--- config.mk ---
export PLATFORM = sky130hd
export DESIGN_NAME = pci_initiator
export DESIGN_NICKNAME = d
export VERILOG_FILES = /design/src/rtl/pci_pkg.sv /design/src/rtl/pci_devsel_timer.sv /design/src/rtl/pci_initiator.sv
export SDC_FILE = /design/constraint.sdc
export NUM_CORES = 1
export LEC_CHECK = 0
export CAP_MARGIN = 20
export CORE_UTILIZATION = 43
export CTS_CLUSTER_SIZE = 30
export DETAILED_ROUTE_END_ITERATION = 10
export HOLD_SLACK_MARGIN = 0.08
export PLACE_DENSITY = 0.85
export SLEW_MARGIN = 20
export SYNTH_ARGS = -nofsm -noshare
export SYNTH_HDL_FRONTEND = slang
export SYNTH_SLANG_ARGS = --single-unit
--- constraint.sdc ---
create_clock -name clk -period 2.56 [get_ports clk]
set_input_delay 0.512 -clock clk [delete_from_list [all_inputs] [get_ports clk]]
set_output_delay 0.512 -clock clk [all_outputs]
set_load 0.005 [all_outputs]
--- src/rtl/pci_pkg.sv ---
// Shared definitions for the PCI initiator: command codes, FSM states and
// completion status codes.
package pci_pkg;

    localparam logic [3:0] CMD_MEM_READ  = 4'h6;
    localparam logic [3:0] CMD_MEM_WRITE = 4'h7;

    typedef enum logic [2:0] {
        S_IDLE,
        S_ADDR,
        S_DATA,
        S_LAST,
        S_TURN
    } state_t;

    typedef enum logic [1:0] {
        ST_OK     = 2'd0,
        ST_MABORT = 2'd1,
        ST_RETRY  = 2'd2,
        ST_DISC   = 2'd3
    } status_t;

endpackage

--- src/rtl/pci_devsel_timer.sv ---
// DEVSEL# wait timer: clears on the address phase, counts while enabled and
// flags the final waited clock so the FSM can master-abort on that edge.
module pci_devsel_timer #(
    parameter int DEVSEL_TIMEOUT = 5
) (
    input  logic clk,
    input  logic rst_n,
    input  logic clr,
    input  logic en,
    output logic timeout
);

    localparam int CW = $clog2(DEVSEL_TIMEOUT + 1);

    logic [CW-1:0] cnt_q;
    logic [CW-1:0] cnt_d;

    always_comb begin
        cnt_d = cnt_q;
        if (clr) begin
            cnt_d = '0;
        end else if (en && (cnt_q != CW'(DEVSEL_TIMEOUT))) begin
            cnt_d = cnt_q + CW'(1);
        end
    end

    always_ff @(posedge clk) begin
        if (!rst_n) begin
            cnt_q <= '0;
        end else begin
            cnt_q <= cnt_d;
        end
    end

    assign timeout = en && (cnt_q == CW'(DEVSEL_TIMEOUT - 1));

endmodule

--- src/rtl/pci_initiator.sv ---
// PCI memory read/write initiator. Optional bus parity outputs (par, par_oe)
// are built when PCI_INITIATOR_PARITY_EN is defined.
module pci_initiator
    import pci_pkg::*;
#(
    parameter int LEN_W          = 4,
    parameter int DEVSEL_TIMEOUT = 5
) (
    input  logic             clk,
    input  logic             rst_n,
    input  logic             req_valid,
    output logic             req_ready,
    input  logic             req_write,
    input  logic [31:0]      req_addr,
    input  logic [LEN_W-1:0] req_len,
    input  logic [3:0]       req_be,
    input  logic [31:0]      wr_data,
    output logic             wr_ack,
    output logic [31:0]      rd_data,
    output logic             rd_valid,
    output logic             done,
    output logic [1:0]       status,
    output logic             frame_n,
    output logic             irdy_n,
    output logic [3:0]       cbe,
    output logic [31:0]      ad_out,
    output logic             ad_oe,
    input  logic [31:0]      ad_in,
    input  logic             devsel_n,
    input  logic             trdy_n,
    input  logic             stop_n
`ifdef PCI_INITIATOR_PARITY_EN
    ,
    output logic             par,
    output logic             par_oe
`endif
);

    state_t           state_q, state_d;
    status_t          status_q, status_d;
    logic             write_q, write_d;
    logic [31:0]      addr_q, addr_d;
    logic [LEN_W-1:0] len_q, len_d;
    logic [3:0]       be_q, be_d;
    logic [LEN_W-1:0] cnt_q, cnt_d;
    logic             any_q, any_d;
    logic             stopped_q, stopped_d;
    logic             abort_q, abort_d;
    logic [31:0]      rd_data_q, rd_data_d;
    logic             rd_valid_q, rd_valid_d;

    logic in_data, xfer, tstop;
    logic tmr_clr, tmr_en, timeout;

    assign in_data = (state_q == S_DATA) || (state_q == S_LAST);
    assign xfer    = in_data && !abort_q && !devsel_n && !trdy_n;
    assign tstop   = in_data && !abort_q && !devsel_n && !stop_n;
    assign tmr_en  = in_data && !abort_q && devsel_n;

    pci_devsel_timer #(
        .DEVSEL_TIMEOUT(DEVSEL_TIMEOUT)
    ) u_timer (
        .clk    (clk),
        .rst_n  (rst_n),
        .clr    (tmr_clr),
        .en     (tmr_en),
        .timeout(timeout)
    );

    always_comb begin
        state_d    = state_q;
        status_d   = status_q;
        write_d    = write_q;
        addr_d     = addr_q;
        len_d      = len_q;
        be_d       = be_q;
        cnt_d      = cnt_q;
        any_d      = any_q;
        stopped_d  = stopped_q;
        abort_d    = abort_q;
        rd_data_d  = rd_data_q;
        rd_valid_d = 1'b0;
        req_ready  = 1'b0;
        frame_n    = 1'b1;
        irdy_n     = 1'b1;
        ad_oe      = 1'b0;
        ad_out     = '0;
        cbe        = '0;
        wr_ack     = 1'b0;
        done       = 1'b0;
        tmr_clr    = 1'b0;

        if (xfer) begin
            cnt_d = cnt_q - LEN_W'(1);
            any_d = 1'b1;
            if (write_q) begin
                wr_ack = 1'b1;
            end else begin
                rd_data_d  = ad_in;
                rd_valid_d = 1'b1;
            end
        end

        unique case (state_q)
            S_IDLE: begin
                req_ready = 1'b1;
                if (req_valid) begin
                    write_d = req_write;
                    addr_d  = req_addr;
                    len_d   = req_len;
                    be_d    = req_be;
                    state_d = S_ADDR;
                end
            end
            S_ADDR: begin
                frame_n   = 1'b0;
                ad_oe     = 1'b1;
                ad_out    = addr_q;
                cbe       = write_q ? CMD_MEM_WRITE : CMD_MEM_READ;
                cnt_d     = (len_q == '0) ? LEN_W'(1) : len_q;
                any_d     = 1'b0;
                stopped_d = 1'b0;
                abort_d   = 1'b0;
                tmr_clr   = 1'b1;
                state_d   = (len_q > LEN_W'(1)) ? S_DATA : S_LAST;
            end
            S_DATA: begin
                frame_n = 1'b0;
                irdy_n  = 1'b0;
                cbe     = be_q;
                ad_oe   = write_q;
                ad_out  = write_q ? wr_data : 32'h0;
                if (timeout) begin
                    abort_d = 1'b1;
                    state_d = S_LAST;
                end else if (tstop) begin
                    stopped_d = 1'b1;
                    state_d   = S_LAST;
                end else if (xfer && (cnt_q == LEN_W'(2))) begin
                    state_d = S_LAST;
                end
            end
            S_LAST: begin
                irdy_n = 1'b0;
                cbe    = be_q;
                ad_oe  = write_q;
                ad_out = write_q ? wr_data : 32'h0;
                if (abort_q) begin
                    status_d = ST_MABORT;
                    state_d  = S_TURN;
                end else if (timeout) begin
                    abort_d = 1'b1;
                end else if (xfer || tstop) begin
                    state_d = S_TURN;
                    if (stopped_q || tstop) begin
                        status_d = (any_q || xfer) ? ST_DISC : ST_RETRY;
                    end else begin
                        status_d = ST_OK;
                    end
                end
            end
            S_TURN: begin
                done    = 1'b1;
                state_d = S_IDLE;
            end
            default: state_d = S_IDLE;
        endcase
    end

    always_ff @(posedge clk) begin
        if (!rst_n) begin
            state_q    <= S_IDLE;
            status_q   <= ST_OK;
            write_q    <= 1'b0;
            addr_q     <= '0;
            len_q      <= '0;
            be_q       <= '0;
            cnt_q      <= '0;
            any_q      <= 1'b0;
            stopped_q  <= 1'b0;
            abort_q    <= 1'b0;
            rd_data_q  <= '0;
            rd_valid_q <= 1'b0;
        end else begin
            state_q    <= state_d;
            status_q   <= status_d;
            write_q    <= write_d;
            addr_q     <= addr_d;
            len_q      <= len_d;
            be_q       <= be_d;
            cnt_q      <= cnt_d;
            any_q      <= any_d;
            stopped_q  <= stopped_d;
            abort_q    <= abort_d;
            rd_data_q  <= rd_data_d;
            rd_valid_q <= rd_valid_d;
        end
    end

    assign rd_data  = rd_data_q;
    assign rd_valid = rd_valid_q;
    assign status   = status_q;

`ifdef PCI_INITIATOR_PARITY_EN
    // PAR trails AD/CBE by one clock, as the bus requires.
    logic par_q, par_d;
    logic par_oe_q, par_oe_d;

    always_comb begin
        par_d    = ^{ad_out, cbe};
        par_oe_d = ad_oe;
    end

    always_ff @(posedge clk) begin
        if (!rst_n) begin
            par_q    <= 1'b0;
            par_oe_q <= 1'b0;
        end else begin
            par_q    <= par_d;
            par_oe_q <= par_oe_d;
        end
    end

    assign par    = par_q;
    assign par_oe = par_oe_q;
`endif

endmodule

Word level (Yosys, flattened, before mapping)

Index checks and enable logic that the tools add are counted.
Widths: inputs -> output; s select.

Add/subtract/negate cells: 2
Magnitude comparators: 1
Eq/ne operators: 15
Muxes and demuxes: 37
Bitwise operators: 2
Reductions and logical operators: 33

Operators with widths:

| cell               | number |
|---|---|
| $pmux 32 s2        | 1 |
| $mux 32            | 1 |
| $mux 3             | 7 |
| $mux 1             | 16 |
| $mux 4             | 3 |
| $pmux 3 s4         | 1 |
| $ne 2x2->1 const B | 5 |
| $logic_and 1x1->1  | 8 |
| $mux 2             | 4 |
| $pmux 4 s2         | 1 |
| $reduce_and 2->1   | 4 |
| $reduce_or 2->1    | 4 |
| $eq 3x2->1 const B | 2 |
| $eq 3x3->1 const B | 2 |
| $ne 3x3->1 const B | 2 |
| $reduce_and 3->1   | 2 |
| $reduce_bool 2->1  | 3 |
| $eq 4x2->1 const B | 1 |
| $gt 4x1->1 const B | 1 |
| $logic_not 1->1    | 4 |
| $logic_not 4->1    | 1 |
| $logic_or 1x1->1   | 4 |
| $ne 4x3->1 const B | 1 |
| $pmux 1 s2         | 2 |
| 9 further kinds    | 10 |

Register bits: 89
Input port bits: 111
Output and inout bits: 77
Logic and storage cells: 103

Longest topological paths before layout

Gate-level depths: netlist (run 1).

Depth after elaboration: 11
Depth in mapped cells: 7
Mapped depth without buffers: 6

Modules after synthesis

From an unflattened synthesis (run 1), not the netlist that was laid out.

Cell total of the unflattened synthesis: 486
Area total of the unflattened synthesis: 3,849.9 sq um

Modules (own cells, without submodules):

| module           | times used | cells each | area each (sq um) |
|---|---|---|---|
| pci_initiator    | 1          | 467        | 3,649.8 |
| pci_devsel_timer | 1          | 19         | 200.2 |

Worst setup path before layout (run 1)

OpenSTA, ideal clock, no wires.

Path type: reg-to-output
From: register state_q[1]
To: output ad_out[0]
Arrival: 1,394 ps
Data required time: 2,048 ps
Setup slack: 654 ps
Stages on the path, launching flop included: 5
Cell sequence: dfxtp_1 -> clkbuf_1 -> nor3b_2 -> clkbuf_1 -> a22o_1

Longest elaborated chain between the ends: 3
Elaborated cells on any way between the ends: 5
Classes of those cells: eq/ne (3); mux (1); reduce/logical (1)

RTL lines:

| item                      | line                 | RTL |
|---|---|---|
| from (decl)               | pci_initiator.sv:39  | `state_t state_q, state_d;` |
| from (signal assigned)    | pci_initiator.sv:185 | `state_q <= state_d;` |
| $eq 3x2->1                | pci_initiator.sv:104 | `unique case (state_q)` |
| $reduce_or 2->1 (no line) | n/a                  |  |
| $pmux 32 s2 (*)           | pci_initiator.sv:104 |  |
| to (decl)                 | pci_initiator.sv:26  | `output logic [31:0] ad_out,` |

Every way passes the cells marked *; elsewhere a longest branch is shown, timed or not.

Worst setup path in the final report (run 1)

From: register state_q[2]
To: output ad_out[23]

Same word-level chain as after synthesis.

==> flow_metrics.tcl, run 1 <==
set metrics [dict create \
    status "completed" \
    antenna_found_initial 0 \
    drive_gt1_frac 0.0626 \
    areaGrowthSynthToFinish_pct 62.5 \
    cts_tree "done" \
    critPathTopFamily "buffers and inverters" \
    start_kind "flop" \
    fill_cells 623 \
    tightest_slew_ns 0.416 \
    ys_types 43 \
    clkLatencyLatePin_ns 0.34 \
    layout_min_cycle_time_ns 2.48 \
    stdcell_count 760 \
    critPathRequiredTime_ns 2.05 \
    cp_slowest_stage_delay_ns 0.50 \
    wl_um 11700 \
    grt_pass1_wl_um 17900 \
    portBuffers 187 \
    criticalPathCategory "flop to output port" \
    clk_root_buffer_cell "clkbuf_8" \
    cts_buffer_depth 2 \
    critPathCaptureType "output port" \
    power_uw 3840 \
    dp_hpwl_um 8360 \
    dr.pass1.iters 5 \
    dr_wl_met3_um 984 \
    die_height_um 95.4 \
    vias 3972 \
    die_w_um 95.4 \
    drt_iter0_drc 175 \
    met2_wirelength_um 5880 \
    whs_ns 0.457 \
    fin_crit_sh 0.969 \
    via_per_inst 5.23 \
    avgSynthCellArea_um2 7.97 \
    cp.arrival_ns 1.97 \
    ioPinCount 188 \
    setup_tns_ns 0 \
    yosysWarnings 0 \
    vdd_drop_max_mv 0.354 \
    grt.overflow.total 0 \
    rsz0062_at_grt "no" \
    cpMaxStageDelayCell "clkdlybuf4s50_1" \
    multi_input_area_um2 1790 \
    die_area_um2 9090 \
    p_leak_uw 0.00223 \
    globalRouteTotalUtil 0.256 \
    grt_max_degree 42 \
    place_congestion 0.766 \
    worstPathMaxFanout 16 \
    ff_latch_area_um2 1790 \
    wl_met1_um 4550 \
    nets 766 \
    clock_sinks 89 \
    path_cells "and2b_1 > and2_4 > clkbuf_16 > a22o_1 > clkdlybuf4s50_1" \
    num_rows 33 \
    hold_viol_final 0 \
    crit_buf_inv 2 \
    yosysSeqAreaShare 0.475 \
    htreeDepth 3 \
    ys.flop_type "dfxtp_1" \
    antennaDiodeCount 0 \
    numCtsBuffers 9 \
    drtAntennaViolNets 0 \
    place_inst 743 \
    async_flop_share 0 \
    final_core_util 0.730 \
    max_freq_mhz 403 \
    core_area_um2 8340 \
    route.detailed.drc 0 \
    start_util 0.449 \
    top_layer_used "met4" \
    final-max-slew-violation-count 0 \
    syn-num-nets 586 \
    syn-cell-area_um2 3750 \
    powerDensity_nw_per_um2 630 \
    synth_edf_count 0 \
    clock_skew_ns 0.00747 \
    wl_per_cell_um 15.4 \
    max_cap_viol_count 0 \
    hp-class "flop to flop" \
    synth_cells 470 \
    synth_seq_cells 89 \
    relSlewSlack 0.723 \
    cts.reportedPaths.clkPinSlew_ns 0.09 \
    setup_violations 0 \
    grt_pass1_vias 3860 \
]
-- worst reg2reg max path, stage by stage, from the launching register on --
cell,delay (ns)
dfxtp_2,0.36
buf_4,0.17
nor3_1,0.28
and2_1,0.18
buf_4,0.38
nand2_1,0.13
a21oi_1,0.15
-- flip-flops by register name, indices dropped and copies added (netlist names) --
name and flops:
addr_q 32, rd_data 32, be_q 4, cnt_q 4
len_q 4, state_q 3, u_timer.cnt_q 3, status 2
abort_q 1, any_q 1, rd_valid 1, stopped_q 1
write_q 1
-- final cells by class --
cell class,count,area share
multi-input cells,339,0.293
inverters,7,0.00432
flip-flops and latches,89,0.293
clock inverters,5,0.0247
well taps,105,0.0216
clock buffers,11,0.0232
repair buffers,204,0.339
-- stage by stage --
step	setup slack, ns	instance area, µm²
final	0.0804	6090
after global placement	0.334	5760
after CTS	0.0353	6060
after global routing	0.00247	6090
after floorplan	0.654	3750
after detailed placement	0.279	5760
-- kinds of logic (layout without fill, tap and decap cells) --
| group | count (synthesis) | after routing | share of synthesized area |
|---|---|---|---|
| AND/OR/NAND/NOR | 194 | 194 | 0.222 |
| multiplexers | 1 | 1 | 0.00267 |
| XOR/XNOR | 3 | 3 | 0.00701 |
| buffers and inverters | 42 | 227 | 0.0504 |
| AO/OA/AOI/OAI | 136 | 136 | 0.226 |
| adder cells (fa/ha/maj) | 5 | 5 | 0.0167 |
| flip-flops | 89 | 89 | 0.475 |
-- cell usage after synthesis, types with 3 or more instances --
cell / number / area [µm²]
nand2b_1: 3 / 18.8
nor2_1: 14 / 52.6
clkbuf_1: 25 / 93.8
buf_6: 3 / 33.8
and2_1: 3 / 18.8
dfxtp_1: 89 / 1780
inv_1: 6 / 22.5
o21ai_0: 4 / 20.0
a22o_1: 33 / 289
buf_2: 7 / 35.0
nand3_1: 3 / 15.0
a21oi_1: 86 / 430
nand2_1: 152 / 571
nor3_1: 4 / 20.0
ha_1: 5 / 62.6
-- path summary, 6_finish.rpt --
check | from | to | slack [ns] | depth (start not counted)
max | state_q[2] | ad_out[23] | 0.08 | 5
min | rd_data[4] | rd_data[4] | 0.46 | 2
max reg2reg | state_q[1] | addr_q[12] | 0.85 | 6
min reg2reg | rd_data[4] | rd_data[4] | 0.46 | 2
-- layout by cell type (no fill, tap or decap), drive strengths merged, types with 2 or more instances in the layout --
cell type,instances
and3,2
bufinv,5
xor2,2
nor2,14
buf,16
and2,3
nor4,2
or3b,2
a22oi,2
nor3,5
a22o,33
a21oi,86
dfxtp,89
o311a,2
clkdlybuf4s50,187
nand2,152
ha,5
nand2b,3
clkbuf,12
nor3b,3
o21ai,5
nand3,3
inv,7
-- power by group --
group / total [µW] / leakage, µW / internal, µW / switching [µW]
combinational: 913 / 0.00136 / 492 / 421
clock: 1360 / 0.000144 / 874 / 486
sequential: 1570 / 0.000726 / 1490 / 75.6
total: 3840 / 0.00223 / 2860 / 982
-- per-layer routing --
metal | vias up | GRT usage
met2 | 151 | 0.443
met5 | - | 0
li1 | 1952 | -
met3 | 29 | 0.0829
met4 | 0 | 0.115
met1 | 1840 | 0.284
-- repair_timing --
item | in CTS | in global routing
gates cloned | 0 | 1
gates resized for setup | 2 | 3
setup buffers | 0 | 0
setup endpoints to repair | 29 | 28
hold buffers | 0 | 0
Power figures use the tool's default switching activity.
==> run 2: changes to the inputs <==
==> constraint.sdc (replaced) <==
create_clock -name clk -period 2.56 [get_ports clk]
set_input_delay 0.384 -clock clk [delete_from_list [all_inputs] [get_ports clk]]
set_output_delay 0.384 -clock clk [all_outputs]
set_load 0.005 [all_outputs]
==> run 2 against run 1 <==
Power down 2.1%; count of clock-buffer cells in the layout down 1; via count down 0.40%; critical path type unchanged.
==> flow_metrics.tcl, run 2 (synthesis results as in run 1) <==
set metrics [dict create \
    status "completed" \
    drt_iter0_drc 194 \
    p_leak_uw 0.00221 \
    vias 3956 \
    critPathCaptureType "output port" \
    min_to "rd_data[2]" \
    setup_tns_ns 0 \
    cp.arrival_ns 2.12 \
    hp-start "rd_data[2]" \
    nets 768 \
    final_cell_mix "clkdlybuf4s50_1 (187), nand2_1 (152), dfxtp_1 (88)" \
    grt_max_degree 42 \
    die_area_um2 9090 \
    whs_ns 0.460 \
    max_freq_mhz 400 \
    grt.overflow.total 0 \
    max_cap_viol_count 0 \
    clk_root_buffer_cell "clkbuf_8" \
    globalRouteTotalUtil 0.257 \
    cts_tree "done" \
    regToRegSetupSlack_ns 0.69 \
    layout_min_cycle_time_ns 2.50 \
    clock_sinks 89 \
    via_per_inst 5.20 \
    vdd_drop_max_mv 0.328 \
    antenna_found_initial 0 \
    hp-class "flop to flop" \
    seqPwrFrac 0.419 \
    p_clk_frac 0.331 \
    tightest_slew_ns 0.510 \
    worstRegToRegCells 6 \
    die_w_um 95.4 \
    clkLatencyLatePin_ns 0.34 \
    cts.reportedPaths.clkPinSlew_ns 0.08 \
    grtUsageMet2 0.436 \
    dr.pass1.iters 4 \
    wl_um 12000 \
    clock_skew_ns 0.00837 \
    antennaDiodeCount 0 \
    place_inst 743 \
    ioPinCount 188 \
    portBuffers 187 \
    cts_buffer_depth 2 \
    setup_violations 0 \
    top_usage_layer "met2" \
    design_area_um2 6050 \
    areaGrowthSynthToFinish_pct 61.4 \
    p_int_uw 2770 \
    htreeDepth 3 \
    dp_hpwl_um 8450 \
    stdcell_count 761 \
    numCtsBuffers 9 \
    p_sw_uw 986 \
    critPathRequiredTime_ns 2.18 \
    start_kind "flop" \
    die_height_um 95.4 \
    place_congestion 0.780 \
    final_common_cell "clkdlybuf4s50_1" \
    hold_path_depth 2 \
    use_met3 0.0726 \
    relSlewSlack 0.659 \
    ctsHoldBuffers 0 \
    combPwrFrac 0.250 \
    num_rows 33 \
    criticalPathCategory "flop to output port" \
    powerDensity_nw_per_um2 621 \
    grt_pass1_wl_um 18000 \
    hold_viol_final 0 \
    fin_crit_sh 0.976 \
    place_area_um2 5730 \
    core_area_um2 8340 \
    wl_per_cell_um 15.8 \
    grt_pass1_vias 3829 \
    r2r-start "state_q[1]" \
    drive_gt1_frac 0.0625 \
    final-max-slew-violation-count 0 \
    start_util 0.449 \
    met1_usage 0.295 \
    r2r-end "be_q[2]" \
    worstPathMaxFanout 17 \
    route.detailed.drc 0 \
    drtAntennaViolNets 0 \
    p_sw_frac 0.262 \
]
## run 2: layout make-up
cell class	count	area [µm²]
fillers	621	2290
inverters	7	26.3
clock buffers	10	138
clock inverters	5	128
flip-flops and latches	89	1780
repair buffers	206	2060
well taps	105	131
multi-input cells	339	1780
## run 2: what timing repair did
item	CTS	global route
setup endpoints to repair	0	34
buffers inserted	0	2
resized for setup	0	2
## run 2: routing by layer
metal,wire [µm],vias up
met5,0,-
met4,401,0
met3,1020,32
met2,5870,179
met1,4730,1793
li1,-,1952
## run 2: metrics by stage
step / total power (µW) / worst slack [ns] / utilization
finish: 3760 / 0.0603 / 0.725
global route: 3910 / -0.0207 / 0.725
floorplan: 2000 / 0.782 / -
CTS: 3710 / 0.0160 / 0.718
global placement: 2450 / 0.445 / 0.687
detailed placement: 2480 / 0.415 / 0.687
## run 2: worst max path at each step
stage               start         end  slack [ns]  depth (start not counted)
3_3_place_gp       trdy_n      wr_ack        0.45                          4
3_5_place_dp   state_q[2]      cbe[0]        0.41                          5
4_1_cts        state_q[1]  ad_out[17]        0.02                          5
5_1_grt        state_q[2]   ad_out[4]       -0.02                          6
6_report       state_q[2]  ad_out[26]        0.06                          6
2_1_floorplan  state_q[1]   ad_out[0]        0.78                          4
## run 2: power by group through the flow
stage | Clock, µW | Combinational (µW) | Sequential [µW]
2_1_floorplan | 0 | 424 | 1580
3_3_place_gp | 0 | 849 | 1600
3_5_place_dp | 0 | 879 | 1600
4_1_cts | 1250 | 889 | 1570
5_1_grt | 1310 | 1020 | 1580
6_report | 1240 | 940 | 1570
## run 2: worst max-delay path, stage by stage, from the launching register on
cell	delay [ns]
dfxtp_1	0.37
buf_4	0.18
nor3b_4	0.23
buf_12	0.16
clkbuf_16	0.17
a22o_1	0.15
clkdlybuf4s50_1	0.51
==> run 3: changes to the inputs <==
--- a/config.mk
+++ b/config.mk
@@ -11,6 +11,7 @@
 export DETAILED_ROUTE_END_ITERATION = 10
 export HOLD_SLACK_MARGIN = 0.08
 export PLACE_DENSITY = 0.85
+export SETUP_SLACK_MARGIN = 0.2
 export SLEW_MARGIN = 20
 export SYNTH_ARGS = -nofsm -noshare
 export SYNTH_HDL_FRONTEND = slang
==> run 3 against run 2 <==
Hold slack about the same; die area unchanged; clock power about the same; critical endpoint is now ad_out[10]; combinational power up 6%; first-iteration DRC count up 22%; clock skew up 0.0013 ns; via count up 2.5%; critical path depth unchanged.
==> flow_metrics.tcl, run 3 (synthesis results as in run 1) <==
set metrics [dict create \
    num_rows 33 \
    antenna_found_initial 0 \
    layout_min_cycle_time_ns 2.39 \
    power_uw 3820 \
    final_core_util 0.743 \
    grt_pass1_wl_um 18500 \
    final_cell_mix "clkdlybuf4s50_1 (158), nand2_1 (152), dfxtp_1 (87)" \
    die_area_um2 9090 \
    critPathRequiredTime_ns 2.18 \
    status "completed" \
    grt_pass1_vias 3892 \
    numCtsBuffers 9 \
    clock_sinks 89 \
    portBuffers 187 \
    p_leak_uw 0.00271 \
    powerDensity_nw_per_um2 617 \
    areaGrowthSynthToFinish_pct 65.5 \
    max_cap_viol_count 0 \
    clk_root_buffer_cell "clkbuf_8" \
    hp-class "flop to flop" \
    setup_violations 0 \
    clkLatencyLatePin_ns 0.34 \
    vias 4056 \
    vdd_drop_max_mv 0.339 \
    hold_viol_final 0 \
    fin_crit_sh 0.933 \
    ctsHoldBuffers 0 \
    start_kind "flop" \
    drive_gt1_frac 0.0795 \
    final_common_cell "clkdlybuf4s50_1" \
    wl_um 12600 \
    clock_skew_ns 0.00968 \
    via_per_inst 5.25 \
    wl_per_cell_um 16.3 \
    final-max-slew-violation-count 0 \
    criticalPathCategory "flop to output port" \
    ioPinCount 188 \
    start_util 0.449 \
    dr.pass1.iters 5 \
    setup_tns_ns 0 \
    worstPathMaxFanout 9 \
    cts_tree "done" \
    core_area_um2 8340 \
    die_w_um 95.4 \
    htreeDepth 3 \
    tightest_slew_ns 0.543 \
    route.detailed.drc 0 \
    critPathCaptureType "output port" \
    drt_iter0_drc 237 \
    grt_max_degree 42 \
    fill_cells 588 \
    max_freq_mhz 419 \
    grt.overflow.total 0 \
    globalRouteTotalUtil 0.265 \
    cts.reportedPaths.clkPinSlew_ns 0.08 \
    cp.arrival_ns 2.00 \
    antennaDiodeCount 0 \
    dp_hpwl_um 8450 \
    drtAntennaViolNets 0 \
    relSlewSlack 0.637 \
    rsz0062_at_grt "yes" \
    die_height_um 95.4 \
    cts_buffer_depth 2 \
    nets 779 \
    place_congestion 0.780 \
]
run 3: path summary, 6_finish.rpt:
check / from / endpoint / slack, ns / cells after the start
setup / recovery: state_q[2] / ad_out[10] / 0.17 / 6
hold / removal: rd_data[2] / rd_data[2] / 0.46 / 2
setup reg to reg: state_q[1] / addr_q[14] / 0.64 / 6
hold reg to reg: rd_data[2] / rd_data[2] / 0.46 / 2
run 3: area by class of cell:
class | count | area, µm² | area share
Timing Repair Buffer | 217 | 2210 | 0.356
Sequential cell | 89 | 1790 | 0.288
Multi-Input combinational cell | 339 | 1780 | 0.288
Clock buffer | 10 | 138 | 0.0222
Clock inverter | 5 | 128 | 0.0206
Inverter | 7 | 26.3 | 0.00424
Tap cell | 105 | 131 | 0.0212
run 3: report_power, final:
part	internal (µW)	total, µW	switching, µW
Combinational	551	1000	452
Clock	769	1250	476
Sequential	1490	1570	83.8
run 3: per-layer routing:
layer	vias up	routed length, µm	track usage
li1	1975	-	-
met3	32	1050	0.0726
met5	-	0	0
met4	0	392	0.122
met2	201	6250	0.456
met1	1848	4900	0.302
run 3: worst max-delay path, cell delays in order, from the launching register on:
cell	delay [ns]
dfxtp_4	0.36
buf_4	0.15
nor3b_4	0.22
buf_6	0.17
buf_16	0.12
a22o_1	0.14
clkdlybuf4s50_1	0.50
run 3: metrics by stage:
stage	setup WS (ns)	hold WS, ns	instances	cell area [µm²]
after floorplan	0.782	0.424	470	3750
after global placement	0.445	0.439	743	5730
after detailed placement	0.415	0.444	743	5730
after CTS	0.0844	0.462	764	6050
after global routing	0.0909	0.473	772	6200
final	0.172	0.460	772	6200
run 3: repair_timing:
action / CTS / global route
endpoints found under the hold margin: 0 / 0
gates resized for setup: 11 / 26
cloned: 1 / 1
setup buffers: 5 / 7
setup endpoints to repair: 34 / 27
pin swaps: 2 / 2
